### config.mk
export PLATFORM = sky130hd
export DESIGN_NAME = serial_subtractor
export DESIGN_NICKNAME = d
export VERILOG_FILES = /design/src/rtl/serial_sub_pkg.sv /design/src/rtl/fsub_cell.sv /design/src/rtl/serial_subtractor.sv
export SDC_FILE = /design/constraint.sdc
export NUM_CORES = 1
export LEC_CHECK = 0
export BUFFER_PORTS_ARGS = -buffer_cell sky130_fd_sc_hd__buf_2
export CORE_UTILIZATION = 50
export CTS_CLUSTER_DIAMETER = 80
export DETAILED_ROUTE_END_ITERATION = 10
export PLACE_DENSITY = 0.81
export SYNTH_ARGS = -nofsm -noshare
export SYNTH_HDL_FRONTEND = slang
export SYNTH_SLANG_ARGS = --single-unit
### constraint.sdc
create_clock -name clk -period 2.8 [get_ports clk]
set_clock_uncertainty 0.15 [all_clocks]
set_input_delay 0.28 -clock clk [delete_from_list [all_inputs] [get_ports clk]]
set_output_delay 0.28 -clock clk [all_outputs]
set_load 0.03 [all_outputs]
### src/rtl/serial_sub_pkg.sv
// Shared types and constants for the bit-serial signed subtractor.
// Flag word layout is {N,Z,V,C}, matching the adder post-processor.
package serial_sub_pkg;

  typedef enum logic [1:0] {
    IDLE = 2'd0,
    CALC = 2'd1,
    DONE = 2'd2
  } state_t;

  localparam int FLAG_N = 3;
  localparam int FLAG_Z = 2;
  localparam int FLAG_V = 1;
  localparam int FLAG_C = 0;

endpackage

### src/rtl/fsub_cell.sv
// Combinational full-subtractor cell: d = a - b - br_in, with borrow-out.
module fsub_cell (
  input  logic a,
  input  logic b,
  input  logic br_in,
  output logic d,
  output logic br_out
);

  assign d      = a ^ b ^ br_in;
  assign br_out = (~a & b) | (~(a ^ b) & br_in);

endmodule

### src/rtl/serial_subtractor.sv
// Bit-serial signed subtractor, LSB first, one bit per clock, behind valid/ready.
// Produces a sign-extended WIDTH+1 result so the difference never wraps.
module serial_subtractor
  import serial_sub_pkg::*;
#(
  parameter int WIDTH = 5
) (
  input  logic             clk,
  input  logic             rst_n,
  input  logic             in_valid,
  output logic             in_ready,
  input  logic [WIDTH-1:0] Ain,
  input  logic [WIDTH-1:0] Bin,
  input  logic             BorrowIn,
  output logic             out_valid,
  input  logic             out_ready,
  output logic [WIDTH:0]   Result,
  output logic [3:0]       Flags
);

  localparam int CW = $clog2(WIDTH + 1);
  localparam logic [CW-1:0] MSB_BIT  = CW'(WIDTH - 1);
  localparam logic [CW-1:0] SIGN_BIT = CW'(WIDTH);

  state_t           state_reg, state_next;
  logic [WIDTH-1:0] a_reg, a_next;
  logic [WIDTH-1:0] b_reg, b_next;
  logic             br_reg, br_next;
  logic             c_reg, c_next;
  logic [CW-1:0]    cnt_reg, cnt_next;
  logic [WIDTH:0]   sh_reg, sh_next;
  logic [WIDTH:0]   result_reg, result_next;
  logic [3:0]       flags_reg, flags_next;
  logic             init_reg;

  logic [WIDTH:0]   a_ext, b_ext, diff_full;
  logic             d_bit, br_out;

  // Sign-extended operands let bit WIDTH reuse the same indexing as the data bits.
  assign a_ext = {a_reg[WIDTH-1], a_reg};
  assign b_ext = {b_reg[WIDTH-1], b_reg};

  fsub_cell u_cell (
    .a      (a_ext[cnt_reg]),
    .b      (b_ext[cnt_reg]),
    .br_in  (br_reg),
    .d      (d_bit),
    .br_out (br_out)
  );

  assign diff_full = {d_bit, sh_reg[WIDTH:1]};

  always_ff @(posedge clk or negedge rst_n) begin
    if (!rst_n) begin
      state_reg  <= IDLE;
      a_reg      <= '0;
      b_reg      <= '0;
      br_reg     <= 1'b0;
      c_reg      <= 1'b0;
      cnt_reg    <= '0;
      sh_reg     <= '0;
      result_reg <= '0;
      flags_reg  <= '0;
      init_reg   <= 1'b0;
    end else begin
      state_reg  <= state_next;
      a_reg      <= a_next;
      b_reg      <= b_next;
      br_reg     <= br_next;
      c_reg      <= c_next;
      cnt_reg    <= cnt_next;
      sh_reg     <= sh_next;
      result_reg <= result_next;
      flags_reg  <= flags_next;
      init_reg   <= 1'b1;
    end
  end

  always_comb begin
    state_next  = state_reg;
    a_next      = a_reg;
    b_next      = b_reg;
    br_next     = br_reg;
    c_next      = c_reg;
    cnt_next    = cnt_reg;
    sh_next     = sh_reg;
    result_next = result_reg;
    flags_next  = flags_reg;
    case (state_reg)
      IDLE: begin
        if (in_valid && init_reg) begin
          a_next     = Ain;
          b_next     = Bin;
          br_next    = BorrowIn;
          cnt_next   = '0;
          state_next = CALC;
        end
      end
      CALC: begin
        sh_next  = diff_full;
        br_next  = br_out;
        cnt_next = cnt_reg + CW'(1);
        // Borrow out of the top operand bit is the unsigned borrow.
        if (cnt_reg == MSB_BIT) begin
          c_next = br_out;
        end
        if (cnt_reg == SIGN_BIT) begin
          state_next         = DONE;
          result_next        = diff_full;
          flags_next[FLAG_N] = diff_full[WIDTH];
          flags_next[FLAG_Z] = ~|diff_full;
          flags_next[FLAG_V] = diff_full[WIDTH] ^ diff_full[WIDTH-1];
          flags_next[FLAG_C] = c_reg;
        end
      end
      DONE: begin
        if (out_ready) begin
          state_next = IDLE;
        end
      end
      default: state_next = IDLE;
    endcase
  end

  assign in_ready  = (state_reg == IDLE) && init_reg;
  assign out_valid = (state_reg == DONE);
  assign Result    = result_reg;
  assign Flags     = flags_reg;

endmodule
==> impl_metrics.yaml <==
cts:
  htreeDepth: 2
  cts_tree: "yes"
  path_clk_slew_ps: 100
  worstSkewPairLatency_ps: 330
  cts_setup_buffers: 0
  cts_sinks: 32
  root_buffer: "clkbuf_4"
  clk_path_buf_depth: 2
  cts-buffers-inserted: 5
detailed_routing:
  wl_per_cell_um: 13.1
  via_per_inst: 5.28
  finalWirelength_um: 2460
  firstDrtPassIters: 4
  drt_iter0_markers: 12
  vias: 988
  drcViolationCount: 0
  ant_nets: 0
layout:
  seq_area_um2: 801
  final_util_pct: 62.3
  antennaDiodeCount: 0
  largest_reg_flops: 6
  nFillCells: 236
  syn_to_final_growth_pct: 17.9
  final_nets: 175
  multi_input_area_um2: 576
  postLayoutCellArea_um2: 1720
  drive_gt1_share_pct: 23.7
timing:
  hold_violations: 0
  final.min_clock_period_ps: 2610
  fin_crit_sh_pct: 93.1
  tightest_slew_ps: 690
  max_freq_mhz: 384
  slew_headroom_pct: 53.9
  whs_ps: 16.1
  slew_viol_final: 0
  setup_viol: 0
  grt_setup_unrepaired: "no"
  tns_ps: 0
worst_setup_path:
  cp.arrival_ps: 2680
  crit_fanout: 8
  max_stage_delay_ps: 550
  crit_chain: "mux2i_1, nor3_1, a311o_1, fa_1, inv_1, ha_1, mux2_1"
  cp-startpoint: "cnt_reg[0]$_DFFE_PN0P_"
  critPathSlowestCell: "dfrtp_1"
  crit_required_ps: 2870
  rr_startpoint: "cnt_reg[0]$_DFFE_PN0P_"
  start_kind: "flip-flop"
  crit_type: "reg2reg"
  end_kind: "flip-flop"
power:
  seq_power_share_pct: 43.0
  p_leak_nw: 0.866
  switchingPower_uw: 811
  totalPowerFinal_mw: 1.95
  p_sw_share_pct: 41.5
  combPwrFrac_pct: 42.9
  powerDensity_nw_per_um2: 1140
  peakVddDrop_mv: 0.776
  p_int_mw: 1.14
  p_clk_share_pct: 14.1
yosys:
  synthCells: 122
  synth-seq-cells: 32
  yosys_warnings: 0
  yosysSeqAreaShare_pct: 55.0
  synth_nets: 142
  synth_edf_count: 0
  syn-cell-area_um2: 1460
  synth_flop_cell: "dfrtp_1"
  avgSynthCellArea_um2: 11.9
  synthDistinctLibCells: 31
  ys_async_sr_fraction_pct: 100
placed_design:
  gp_congestion: 0.741
  io_buffers: 26
  dpl.hpwl_um: 1780
  dpl-instance-area_um2: 1580
global_route:
  grt_pass1_wl_um: 4490
  grt_max_degree: 33
  grtUsageTotal_pct: 18.9
  antenna_found_initial: 0
  grt-ovfl-total: 0
  grt_pass1_vias: 1063
floorplanning:
  fp.dieW_um: 56.0
  die_y_um: 56.0
  die_area_um2: 3130
  io_pins: 27
  row_count: 19
  initial_utilization_pct: 52.8
  core_area_um2: 2760
worst_hold_path:
  min_from: "Ain[1]"
  min_path_type: "in2reg"
status:
  status: "finished clean"
job:
  cap_violations: 0
==> repair_timing <==
item,CTS,global route
hold buffers,8,0
resized for setup,0,0
endpoints found under the hold margin,39,0
==> cell families (layout without fill, tap and decap cells) <==
group | count (synthesis) | after routing | share of synthesized area (%)
buf+inv | 15 | 49 | 5.93
xor+xnor | 1 | 1 | 0.601
other cells | 1 | 1 | 0.257
fa+ha+maj | 5 | 5 | 4.81
compound gates | 15 | 15 | 6.87
mux | 20 | 20 | 15.1
simple gates | 33 | 33 | 11.4
flops | 32 | 32 | 55.0
==> per-layer routing <==
metal	vias up	global-route usage, %	wire, µm
met5	-	0	0
met4	0	9.06	38
met3	6	5.81	120
met2	31	32.3	1250
met1	470	21.4	1050
li1	481	-	-
==> through the flow <==
step | std cells | setup slack [ps]
2_1_floorplan | 122 | 346
3_3_place_gp | 171 | 304
3_5_place_dp | 171 | 212
4_1_cts | 187 | 178
5_1_grt | 187 | 53.7
6_report | 187 | 194
==> layout by cell type, fill, tap and decap left out, types with 4 or more instances in the layout <==
master,count
dfrtp_1,32
buf_2,26
nand2_1,18
mux2_1,16
o21ai_1,8
dlygate4sd3_1,8
inv_1,6
clkbuf_4,5
mux2i_1,4
nor3_1,4
ha_1,4
==> path summary, 6_finish.rpt <==
check,to,slack [ps],cells after the start
max in group asynchronous,Result[4]$_DFFE_PN0P_,1700,2
min in group asynchronous,Result[3]$_DFFE_PN0P_,360,2
worst max register to register,Flags[1]$_DFFE_PN0P_,190,7
worst min-delay path,a_reg[1]$_DFFE_PN0P_,20,2
worst min register to register,Flags[2]$_DFFE_PN0P_,340,2
worst max-delay path,Flags[1]$_DFFE_PN0P_,190,7
==> layout make-up <==
type,instances,share of cell area [%]
clock buffer,6,2.99
multi-input combinational,75,33.5
timing repair buffer,35,12.7
clock inverter,2,0.583
inverter,6,1.31
tap,31,2.26
sequential,32,46.6
==> power by group through the flow <==
| stage | Clock, mW | Combinational (mW) | Sequential [mW] |
|---|---|---|---|
| global route | 0.300 | 0.962 | 0.871 |
| floorplan | 0 | 0.619 | 0.876 |
| CTS | 0.284 | 0.855 | 0.841 |
| detailed placement | 0 | 0.843 | 0.851 |
| global placement | 0 | 0.801 | 0.836 |
| finish | 0.275 | 0.838 | 0.839 |
==> worst max-delay path, delay by kind of cell, from the launching register on <==
kind	cells	cell delay (ps)
flip-flops	1	550
multiplexers	2	520
AO/OA/AOI/OAI	1	360
AND/OR/NAND/NOR	1	60
buffers and inverters	1	60
adder cells (fa/ha/maj)	2	790
==> Yosys cell counts, types with 2 or more instances <==
cell	count	area, µm²
dfrtp_1	32	801
buf_2	3	15.0
buf_4	2	15.0
nor2_1	2	7.51
clkbuf_1	2	7.51
o31ai_1	2	15.0
nand2b_1	2	12.5
nor3_1	4	20.0
o21ai_1	8	40.0
mux2_1	16	180
inv_1	6	22.5
mux2i_1	4	40.0
nand2_1	18	67.6
ha_1	4	50.1
Note: power is estimated with default switching activity, not from simulation.
